**src/rtl/reg_file_sb.sv**
```systemverilog
// ---------------------------------------------------------------------------
// reg_file_sb
// 2-read / 1-write register file (DATA_W x 2**ADDR_W) with a scoreboard that
// tracks registers holding an outstanding write.
//   - Same-cycle write-to-read bypass on both read ports.
//   - Optional hard-wired zero register (ZERO_REG=1).
//   - Read port 2 can be replaced by a zero-extended immediate.
//   - Busy bit per register: set at issue, cleared at write-back.
//
// Ports
//   clk, reset              clock; synchronous active-high reset
//   wr_en/wr_addr/wr_data   write-back port
//   rd_addr1, rd_addr2      read addresses (combinational reads)
//   imm_sel, imm_val        immediate override for read port 2
//   issue_en, issue_addr    destination of a newly issued instruction
//   rd_data1, rd_data2      read data (bypassed, zero-register aware)
//   stall                   a needed source is busy and not bypassed
//   busy_cnt                number of registers currently marked busy
// ---------------------------------------------------------------------------
module reg_file_sb #(
    parameter int DATA_W   = 16,
    parameter int ADDR_W   = 4,
    parameter int IMM_W    = 4,
    parameter int ZERO_REG = 0
) (
    input  logic              clk,
    input  logic              reset,
    input  logic              wr_en,
    input  logic [ADDR_W-1:0] wr_addr,
    input  logic [DATA_W-1:0] wr_data,
    input  logic [ADDR_W-1:0] rd_addr1,
    input  logic [ADDR_W-1:0] rd_addr2,
    input  logic              imm_sel,
    input  logic [IMM_W-1:0]  imm_val,
    input  logic              issue_en,
    input  logic [ADDR_W-1:0] issue_addr,
    output logic [DATA_W-1:0] rd_data1,
    output logic [DATA_W-1:0] rd_data2,
    output logic              stall,
    output logic [ADDR_W:0]   busy_cnt
);

    localparam int DEPTH = 1 << ADDR_W;
    localparam bit HAS_ZERO = (ZERO_REG != 0);

    logic [DATA_W-1:0] regs_q [DEPTH];
    logic [DATA_W-1:0] regs_d [DEPTH];
    logic [DEPTH-1:0]  busy_q, busy_d;
    logic [ADDR_W:0]   busy_cnt_q, busy_cnt_d;

    logic wr_ok;     // write actually lands in the array
    logic cnt_inc;   // a clear busy bit is being set
    logic cnt_dec;   // a set busy bit is being cleared

    // ---------------- next-state logic ----------------
    always_comb begin
        // NOTE: every signal written here gets a default first so no latch is inferred.
        regs_d     = regs_q;
        busy_d     = busy_q;
        busy_cnt_d = busy_cnt_q;

        wr_ok = wr_en && !(HAS_ZERO && wr_addr == '0);
        if (wr_ok) begin
            regs_d[wr_addr] = wr_data;
        end

        // Write-back clears first so a same-cycle issue to the same register wins.
        if (wr_en) begin
            busy_d[wr_addr] = 1'b0;
        end
        if (issue_en) begin
            busy_d[issue_addr] = 1'b1;
        end
        if (HAS_ZERO) begin
            busy_d[0] = 1'b0;
        end

        // Incremental count: only real 0->1 and 1->0 transitions move it.
        cnt_inc = issue_en && !busy_q[issue_addr] && !(HAS_ZERO && issue_addr == '0);
        cnt_dec = wr_en && busy_q[wr_addr] && !(issue_en && issue_addr == wr_addr);
        case ({cnt_inc, cnt_dec})
            2'b10:   busy_cnt_d = busy_cnt_q + 1'b1;
            2'b01:   busy_cnt_d = busy_cnt_q - 1'b1;
            default: busy_cnt_d = busy_cnt_q;
        endcase
    end

    // ---------------- state registers ----------------
    // NOTE: non-blocking assignments so every flop samples pre-edge values.
    always_ff @(posedge clk) begin
        if (reset) begin
            // NOTE: the array is reset because architectural registers must read 0 after reset.
            for (int i = 0; i < DEPTH; i++) begin
                regs_q[i] <= '0;
            end
            busy_q     <= '0;
            busy_cnt_q <= '0;
        end else begin
            for (int i = 0; i < DEPTH; i++) begin
                regs_q[i] <= regs_d[i];
            end
            busy_q     <= busy_d;
            busy_cnt_q <= busy_cnt_d;
        end
    end

    // ---------------- read ports and hazard ----------------
    logic [DATA_W-1:0] rd_raw1, rd_raw2;
    logic              eff_busy1, eff_busy2;

    always_comb begin
        rd_raw1 = regs_q[rd_addr1];
        if (HAS_ZERO && rd_addr1 == '0) begin
            rd_raw1 = '0;
        end else if (wr_en && wr_addr == rd_addr1) begin
            rd_raw1 = wr_data;
        end

        rd_raw2 = regs_q[rd_addr2];
        if (HAS_ZERO && rd_addr2 == '0) begin
            rd_raw2 = '0;
        end else if (wr_en && wr_addr == rd_addr2) begin
            rd_raw2 = wr_data;
        end

        // An in-flight write-back resolves the hazard through the bypass.
        eff_busy1 = busy_q[rd_addr1] && !(wr_en && wr_addr == rd_addr1);
        eff_busy2 = busy_q[rd_addr2] && !(wr_en && wr_addr == rd_addr2);

        if (reset) begin
            rd_data1 = '0;
            rd_data2 = '0;
            stall    = 1'b0;
        end else begin
            rd_data1 = rd_raw1;
            rd_data2 = imm_sel ? DATA_W'(imm_val) : rd_raw2;
            stall    = eff_busy1 || (eff_busy2 && !imm_sel);
        end
    end

    assign busy_cnt = busy_cnt_q;

endmodule

```
**config.mk**
```make
export PLATFORM = sky130hd
export DESIGN_NAME = reg_file_sb
export DESIGN_NICKNAME = d
export VERILOG_FILES = /design/src/rtl/reg_file_sb.sv
export SDC_FILE = /design/constraint.sdc
export NUM_CORES = 1
export LEC_CHECK = 0
export BUFFER_PORTS_ARGS = -buffer_cell sky130_fd_sc_hd__buf_2
export CAP_MARGIN = 20
export CORE_ASPECT_RATIO = 0.75
export CORE_MARGIN = 5
export CORE_UTILIZATION = 56
export CTS_CLUSTER_SIZE = 25
export DETAILED_ROUTE_END_ITERATION = 12
export HOLD_SLACK_MARGIN = 0.08
export PLACE_DENSITY = 0.79
export SLEW_MARGIN = 10
export SYNTH_ARGS = -nofsm -noshare
export SYNTH_HDL_FRONTEND = slang
export SYNTH_SLANG_ARGS = --single-unit
```
**constraint.sdc**
```tcl
create_clock -name clk -period 4.25 [get_ports clk]
set_clock_uncertainty 0.15 [all_clocks]
set_input_delay 0.425 -clock clk [delete_from_list [all_inputs] [get_ports clk]]
set_output_delay 0.425 -clock clk [all_outputs]
set_load 0.05 [all_outputs]
```
Word-level counts from Yosys, hierarchy flattened
Cells that the tools add are included.
- bits in writable memories: 0
- bits in registers: 277
- memories: 0
- ROM bits: 0
- bits in latches: 0
- bits of input ports: 41
- output and inout bits: 38
- word-level logic and storage cells: 90
- shift-type cells: 0
- reduce and logical (&&, ||, !) cells: 19
- multiplexer cells: 30
- equal/unequal tests: 5
- add/subtract/negate cells: 2
- div/mod/pow operators: 0
- bitwise logic cells: 6
- $lt $le $gt $ge: 10
- multipliers: 0
- operators with widths (cell ; count):
    $bwmux W256 ; 1
    $mux W16 ; 12
    $bmux W16 S4 ; 2
    $demux W16 S4 ; 1
    $lt A4 B5 Y1 const B ; 4
    $and A16 B16 Y16 ; 1
    $bmux W1 S4 ; 4
    $not A16 Y16 ; 1
    $or A16 B16 Y16 ; 1
    $ge A5 B5 Y1 const B ; 3
    $not A4 Y5 ; 3
    $eq A4 B4 Y1 ; 3
    $logic_and A1 B1 Y1 ; 12
    $pmux W5 S2 ; 1
    $demux W1 S4 ; 2
    $ge A4 B1 Y1 const B ; 2
    $mux W1 ; 7
    $add A5 B1 Y5 const B ; 1
    $logic_not A1 Y1 ; 5
    $lt A5 B1 Y1 const B ; 1
    $sub A5 B1 Y5 const B ; 1
    $eq A2 B1 Y1 const B ; 1
    $eq A2 B2 Y1 const B ; 1
    $reduce_bool A2 Y1 ; 1
    $logic_or A1 B1 Y1 ; 1

Longest topological paths before layout
Gate-level depths: netlist (run 1).
- depth after elaboration: 9
- gate-level depth with buffers: 14
- gate-level depth less buffers: 12

Least setup slack after synthesis (run 1)
No wires, ideal clock.
- path type: in2reg
- start point: input port issue_addr[0]
- end point: register busy_cnt_q[4], in the netlist busy_cnt[4]
- buffers on the path: 1
- stages: 11
- path slack: 0.793 ns
- arrival time: 3.236 ns
- library setup time: 0.070 ns
- cells stage by stage: buf_2 -> mux4_2 -> mux4_2 -> nand2b_1 -> ha_1 -> ha_1 -> nor2b_1 -> o21ai_0 -> a21oi_1 -> or4_1 -> a21oi_1
- word-level cells in the longest chain between the ends: 6
- elaborated cells on any way between the ends: 12
- classes of those cells: 3 x eq/ne; 3 x mux; 6 x reduce/logical
- RTL lines (what ; line ; RTL):
    from (decl) ; 36 ; input logic [ADDR_W-1:0] issue_addr,
    $bmux W1 S4 / $eq A4 B4 Y1 (equally long branches) ; 79, 80 ;
    $mux W1 (implied by the code) / $logic_and A1 B1 Y1 (equally long branches) ; 79, 80 ;
    $logic_not A1 Y1 (on tied branches) ; 79, 80 ;
    $logic_and A1 B1 Y1 (on tied branches) ; 79, 80 ;
    $eq A2 B1 Y1 / $eq A2 B2 Y1 (equally long branches) ; 81 ; case ({cnt_inc, cnt_dec})
    $pmux W5 S2 / $reduce_bool A2 Y1 (equally long branches) ; n/a ;
    to (signal assigned) ; 103 ; busy_cnt_q <= busy_cnt_d;
    to (decl) ; 49 ; logic [ADDR_W:0] busy_cnt_q, busy_cnt_d;
Parallel ways exist; a longest one is shown, timed or not. The select of a mux whose other input is x is not followed.
A chain may end at the register's enable or synchronous reset.

Worst setup path in the final report (run 1)
- start point: input port wr_addr[0]
- end point: register busy_cnt_q[4], in the netlist busy_cnt[4]
- word-level cells in the longest chain between the ends: 6
- elaborated cells on any way between the ends: 11
- classes of those cells: 3 x eq/ne; 3 x mux; 5 x reduce/logical
- RTL lines (what ; line ; RTL):
    from (decl) ; 29 ; input logic [ADDR_W-1:0] wr_addr,
    $bmux W1 S4 / $eq A4 B4 Y1 (equally long branches) ; 80 ; cnt_dec = wr_en && busy_q[wr_addr] && !(issue_en && issue_addr == wr_addr);
    $mux W1 (implied by the code) / $logic_and A1 B1 Y1 (equally long branches) ; 80 ;
    $logic_and A1 B1 Y1 / $logic_not A1 Y1 (equally long branches) ; 80 ;
    $logic_and A1 B1 Y1 * ; 80 ;
    $eq A2 B1 Y1 / $eq A2 B2 Y1 (equally long branches) ; 81 ;
    $pmux W5 S2 / $reduce_bool A2 Y1 (equally long branches) ; n/a ;
Mark *: on every way between the ends. The rest lies on a longest branch, timed or not. The select of a mux whose other input is x is not followed.

==> results_dict.tcl, run 1 <==
set metrics [dict create \
    yosys_register_bits 277 \
    cts_sinks 277 \
    yosysMostFrequentCell "nand2_1" \
    worstHoldPathType "in -> reg" \
    async_flop_share_pct 0 \
    synth_area_um2 14700 \
    avgViaCountPerCell 6.67 \
    synthTopCellsByArea "dfxtp_1 38%, mux4_2 22%, nand2_1 14%, a21oi_1 9.0%, a22oi_1 4.0%" \
    clkLatencyLatePin_ns 0.54 \
    worst-slew-pin-transition_ns 1.07 \
    drive_above_1_share_pct 18.5 \
    timing.final.ws_setup_ns 0.778 \
    synth_ff_type "dfxtp_1" \
    cts_tree "yes" \
    rr_endpoint "busy_cnt[4]$_SDFFE_PP0P_" \
    first_global_vias 12600 \
    dieWidth_um 197 \
    cts_resized 0 \
    drc_errors 0 \
    grt_pass1_wl_mm 71.9 \
    grt_start_max_net_pins 127 \
    first_iter_violations 1774 \
    post_cts_buffers 0 \
    gp_congestion 0.946 \
    ctsHoldBuffers 0 \
    synth_seq_area_share_pct 37.7 \
    area_growth_pct 7.79 \
    r2r_cells 10 \
    end_kind "register" \
    nets 1659 \
    dp_slack_ns 0.260 \
    crit_arrival_ns 3.79 \
    hold_viol 0 \
    cts_max_level 1 \
    num_rows 51 \
    drtPass1Iterations 6 \
    initial_core_util_pct 56.7 \
    grt.overflow.total 0 \
    clk_pin_slew_ns 0.07 \
    ant_nets 0 \
    synth_commonest_cells "559 x nand2_1, 277 x dfxtp_1, 263 x a21oi_1, 144 x mux4_2, 97 x clkbuf_1" \
    relSlewSlack_pct 28.7 \
    dp_hpwl_mm 29.6 \
    synth_warnings 0 \
    rsz0062_at_grt "false" \
    vias 13200 \
    clockBufferDepth 3 \
    wl_mm 46.8 \
    setup_tns_ns 0 \
    crit_end "busy_cnt[4]$_SDFFE_PP0P_" \
    synth_top_area_share_pct 37.7 \
    yosysTopAreaCell "dfxtp_1" \
    slowest_delay_ns 0.63 \
    io_pins 79 \
    critPathMaxFanout 21 \
    maxSlewViolCount 0 \
    cap_viol_max_count 0 \
    max_freq_mhz 288 \
    die_y_um 150 \
    cellLeakagePower_nw 5.41 \
    startpoint_type "primary input" \
    p_per_area_nw_per_um2 347 \
    cts_inserted_buffers 27 \
    r2r-start "busy_q[3]$_SDFF_PP0_" \
    synth_cell_types 47 \
    max-vdd-ir-drop_mv 0.284 \
    r2r_setup_slack_ns 0.84 \
    status "finished, final reports clean" \
    syn_inst 1643 \
    synth-edff-count 0 \
    fin_crit_ns 3.47 \
    die_area_um2 29600 \
    syn_avg_cell_area_um2 8.95 \
    antenna_found_initial 1 \
    setup_viol 0 \
    grt_usage_pct 31.0 \
    critPathRequiredTime_ns 4.57 \
    cp-startpoint "wr_addr[0]" \
    critPathKind "in -> reg" \
    root_buffer "clkbuf_16" \
    syn_nets 1689 \
    port_buffers 78 \
    wl_per_cell_um 23.7 \
    path_cells "buf_2, mux4_1, mux4_2, and3_1, ha_1, ha_1, nor2b_1, o21ai_0, a21oi_1, or4_1, a21oi_1" \
    core_area_um2 25900 \
    slowest_stage "mux4_1" \
    fin_crit_sh_pct 81.7 \
]
==> layout by cell type (no fill, tap or decap), types with 8 or more instances in the layout <==
cell type  instances
nand2_1          559
xor2_1            12
inv_1              8
a21oi_1          263
a22oi_1           78
clkbuf_1          10
buf_4             27
dfxtp_1          277
nor2_1            30
clkbuf_16         27
buf_2             73
a22o_1            29
nor2b_1           11
nor2_2             9
mux4_2           144
==> state kept, by name, summed over array words and instances, names as in the netlist <==
name	flops
regs_q	256
busy_q	16
busy_cnt	5
==> cell type report <==
cell class	count	area (um2)
multi-input combinational	1194	8380
tap	344	430
antenna	1	2.50
clock inverter	5	56.3
timing repair buffer	105	662
sequential	277	5550
fill	2236	10100
inverter	8	30.0
clock buffer	39	741
==> per-stage QoR <==
stage          instances  hold WS, ns  total power, mW  cell area [um2]  utilization (%)
2_1_floorplan       1643        0.293             3.11            14700                -
3_3_place_gp        1928        0.299             3.25            15000             58.1
3_5_place_dp        1928        0.306             3.26            15000             58.1
4_1_cts             1972        0.151             5.48            15800             61.1
5_1_grt             1973        0.176             5.64            15800             61.2
6_report            1973        0.160             5.50            15800             61.2
==> critical path: cells and delay by family <==
family,cells,cell delay [ns]
fa+ha+maj,2,0.57
mux,2,1.08
buf+inv,1,0.42
compound gates,3,0.44
simple gates,3,0.84
==> power by group <==
| part | leakage [nW] | switching, mW | total [mW] | internal (mW) |
|---|---|---|---|---|
| clock | 0.385 | 1.02 | 2.28 | 1.26 |
| sequential | 2.24 | 0.0304 | 2.66 | 2.63 |
| combinational | 2.78 | 0.378 | 0.555 | 0.177 |
| total | 5.41 | 1.43 | 5.50 | 4.07 |
==> per-layer routing <==
| metal | wire (um) | vias to the layer above | GRT usage, % | share of wire, % |
|---|---|---|---|---|
| li1 | - | 5750 | - | - |
| met1 | 17200 | 6381 | 42.6 | 37 |
| met2 | 21900 | 899 | 49.4 | 47 |
| met3 | 5970 | 129 | 6.22 | 13 |
| met4 | 1680 | 0 | 11.2 | 3.6 |
| met5 | 0 | - | 0 | 0 |
==> worst min-delay path by stage <==
stage	from	end	slack, ns	cells after the start
2_1_floorplan	regs_q[127]$_SDFFE_PP0P_	regs_q[127]$_SDFFE_PP0P_	0.29	2
3_3_place_gp	regs_q[173]$_SDFFE_PP0P_	regs_q[173]$_SDFFE_PP0P_	0.30	2
4_1_cts	wr_data[13]	regs_q[189]$_SDFFE_PP0P_	0.15	3
5_1_grt	wr_data[15]	regs_q[175]$_SDFFE_PP0P_	0.18	3
6_report	wr_data[13]	regs_q[189]$_SDFFE_PP0P_	0.16	3
3_5_place_dp	regs_q[229]$_SDFFE_PP0P_	regs_q[229]$_SDFFE_PP0P_	0.31	2
==> logic make-up after synthesis <==
logic type	after synthesis	share of synthesized area (%)
fa+ha+maj	5	0.477
simple gates	644	17.7
compound gates	383	15.4
buf+inv	172	5.30
mux	148	22.6
xor+xnor	14	0.834
flops	277	37.7
(Power assumes the default switching activity.)
==> run 2: changes to the inputs <==
--- a/config.mk
+++ b/config.mk
@@ -13,7 +13,7 @@
 export CTS_CLUSTER_SIZE = 25
 export DETAILED_ROUTE_END_ITERATION = 12
 export HOLD_SLACK_MARGIN = 0.08
-export PLACE_DENSITY = 0.79
+export PLACE_DENSITY = 0.82
 export SLEW_MARGIN = 10
 export SYNTH_ARGS = -nofsm -noshare
 export SYNTH_HDL_FRONTEND = slang
==> constraint.sdc (replaced) <==
create_clock -name clk -period 2.95 [get_ports clk]
set_clock_uncertainty 0.15 [all_clocks]
set_input_delay 0.295 -clock clk [delete_from_list [all_inputs] [get_ports clk]]
set_output_delay 0.295 -clock clk [all_outputs]
set_load 0.05 [all_outputs]
==> run 2 against run 1 <==
  * The run now ends with negative setup slack left
  * Worst hold slack gained 0.025 ns
  * First-iteration DRC count grew 11%
  * Highest routed layer unchanged
  * Utilization grew 3.6 points
  * Largest cell class unchanged
  * Non-clock buffer count grew 91
  * Sequential power grew 44%
  * Routed wire length grew 2.1%
  * Combinational power grew 59%
  * Total power grew 49%
  * Sequential cell count is the same
  * Worst setup slack lost 0.94 ns
==> results_dict.tcl, run 2 (synthesis results as in run 1) <==
set metrics [dict create \
    crit_arrival_ns 3.43 \
    grt_use_met1_pct 40.3 \
    worst-slew-pin-transition_ns 0.979 \
    hold_viol 0 \
    first_iter_violations 1964 \
    die_area_um2 29600 \
    critPathKind "reg -> reg" \
    wl_per_cell_um 23.1 \
    ant_nets 0 \
    postLayoutCellArea_um2 16800 \
    worstHoldPathType "in -> reg" \
    io_pins 79 \
    grt.overflow.total 0 \
    cts_tree "yes" \
    grt_start_max_net_pins 201 \
    num_rows 51 \
    grtUsageMet3_pct 8.79 \
    grt_use_met2_pct 50.2 \
    postLayoutCoreUtil_pct 64.8 \
    die_y_um 150 \
    vias 13700 \
    fin_crit_ns 3.11 \
    critPathRequiredTime_ns 3.27 \
    max-vdd-ir-drop_mv 0.409 \
    grt_usage_pct 31.6 \
    cap_viol_max_count 0 \
    maxSlewViolCount 0 \
    antenna_cells 0 \
    core_area_um2 25900 \
    cellLeakagePower_nw 5.90 \
    layout_common_cells "559 x nand2_1, 273 x dfxtp_1, 260 x a21oi_1" \
    drc_errors 0 \
    startpoint_type "register" \
    initial_core_util_pct 56.7 \
    critPathMaxFanout 4 \
    cts_sinks 277 \
    fin_crit_sh_pct 105 \
    drtPass1Iterations 9 \
    grt_busiest_layer "met2" \
    clockBufferDepth 3 \
    status "complete, but fails checks" \
    cp-startpoint "busy_q[1]$_SDFF_PP0_" \
    rsz0062_at_grt "true" \
    largest_reg_flops 256 \
    timing.final.ws_setup_ns -0.160 \
    cts_max_level 1 \
    first_global_vias 13600 \
    fillers 2089 \
    final_common_cell "nand2_1" \
    relSlewSlack_pct 34.7 \
    drive_above_1_share_pct 23.2 \
    grt_pass1_wl_mm 73.9 \
    clkLatencyLatePin_ns 0.55 \
    gp_congestion 1.11 \
    nets 1750 \
    avgViaCountPerCell 6.62 \
    root_buffer "clkbuf_16" \
    antenna_found_initial 0 \
    wl_mm 47.7 \
    regMostFlops "regs_q" \
    min_from "issue_en" \
    p_per_area_nw_per_um2 488 \
    setup_viol 1 \
    postPlaceCellArea_um2 15700 \
    dieWidth_um 197 \
    area_growth_pct 14.2 \
    dp_hpwl_mm 30.9 \
    cts_inserted_buffers 27 \
    clk_pin_slew_ns 0.06 \
    end_kind "register" \
    max_freq_mhz 322 \
    r2r-start "busy_q[1]$_SDFF_PP0_" \
    violations "negative setup slack" \
    port_buffers 78 \
]
## run 2: routing by layer
layer  vias up  share of wire, %
li1       5922                 -
met1      6543                35
met2       983                46
met3       223                14
met4         0               5.2
met5         -                 0
## run 2: power breakdown
group	internal [mW]	total (mW)	switching, mW
clock network	2.01	3.48	1.47
registers	3.79	3.83	0.0413
logic	0.315	0.883	0.568
total	6.12	8.19	2.08
## run 2: final timing paths
kind,to,slack [ns],depth (start not counted)
setup reg to reg,busy_cnt[4]$_SDFFE_PP0P_,-0.16,11
hold / removal,busy_cnt[4]$_SDFFE_PP0P_,0.19,5
setup / recovery,busy_cnt[4]$_SDFFE_PP0P_,-0.16,11
hold reg to reg,regs_q[96]$_SDFFE_PP0P_,0.31,2
## run 2: critical path, stage by stage, from the launching register on
cell and delay, ns:
dfxtp_1 0.35, mux4_2 0.46, mux4_2 0.48, and3_4 0.21, ha_4 0.18, inv_2 0.06, fa_2 0.22, nor2b_4 0.05
o21ai_2 0.15, a21oi_2 0.09, or4_4 0.49, a21oi_2 0.13
## run 2: final cells by class
class                   count  area [um2]  share of cell area (%)
inverters                   8        30.0                   0.179
clock buffers              36         739                    4.41
repair buffers            196        1460                    8.67
flip-flops and latches    277        5550                    33.1
clock inverters            10         128                   0.760
multi-input cells        1194        8450                    50.4
well taps                 344         430                    2.56
## run 2: stage by stage
stage	hold slack, ns	cells	setup TNS [ns]	power, mW	worst slack, ns
finish	0.186	2065	-0.160	8.19	-0.160
global route	0.202	2065	-0.257	8.42	-0.257
CTS	0.154	2065	-0.0953	8.19	-0.0953
detailed placement	0.308	1998	-0.523	4.75	-0.385
global placement	0.299	1998	-0.393	4.73	-0.330
floorplan	0.293	1643	-0.0818	4.49	-0.0818
## run 2: timing repair
action                                  4_1_cts  5_1_grt
hold buffers                                 19        0
pin swaps                                     7        0
hold endpoints to repair                    256        0
endpoints found under the setup margin        1        4
buffers inserted                              2        0
resized for setup                             6        7
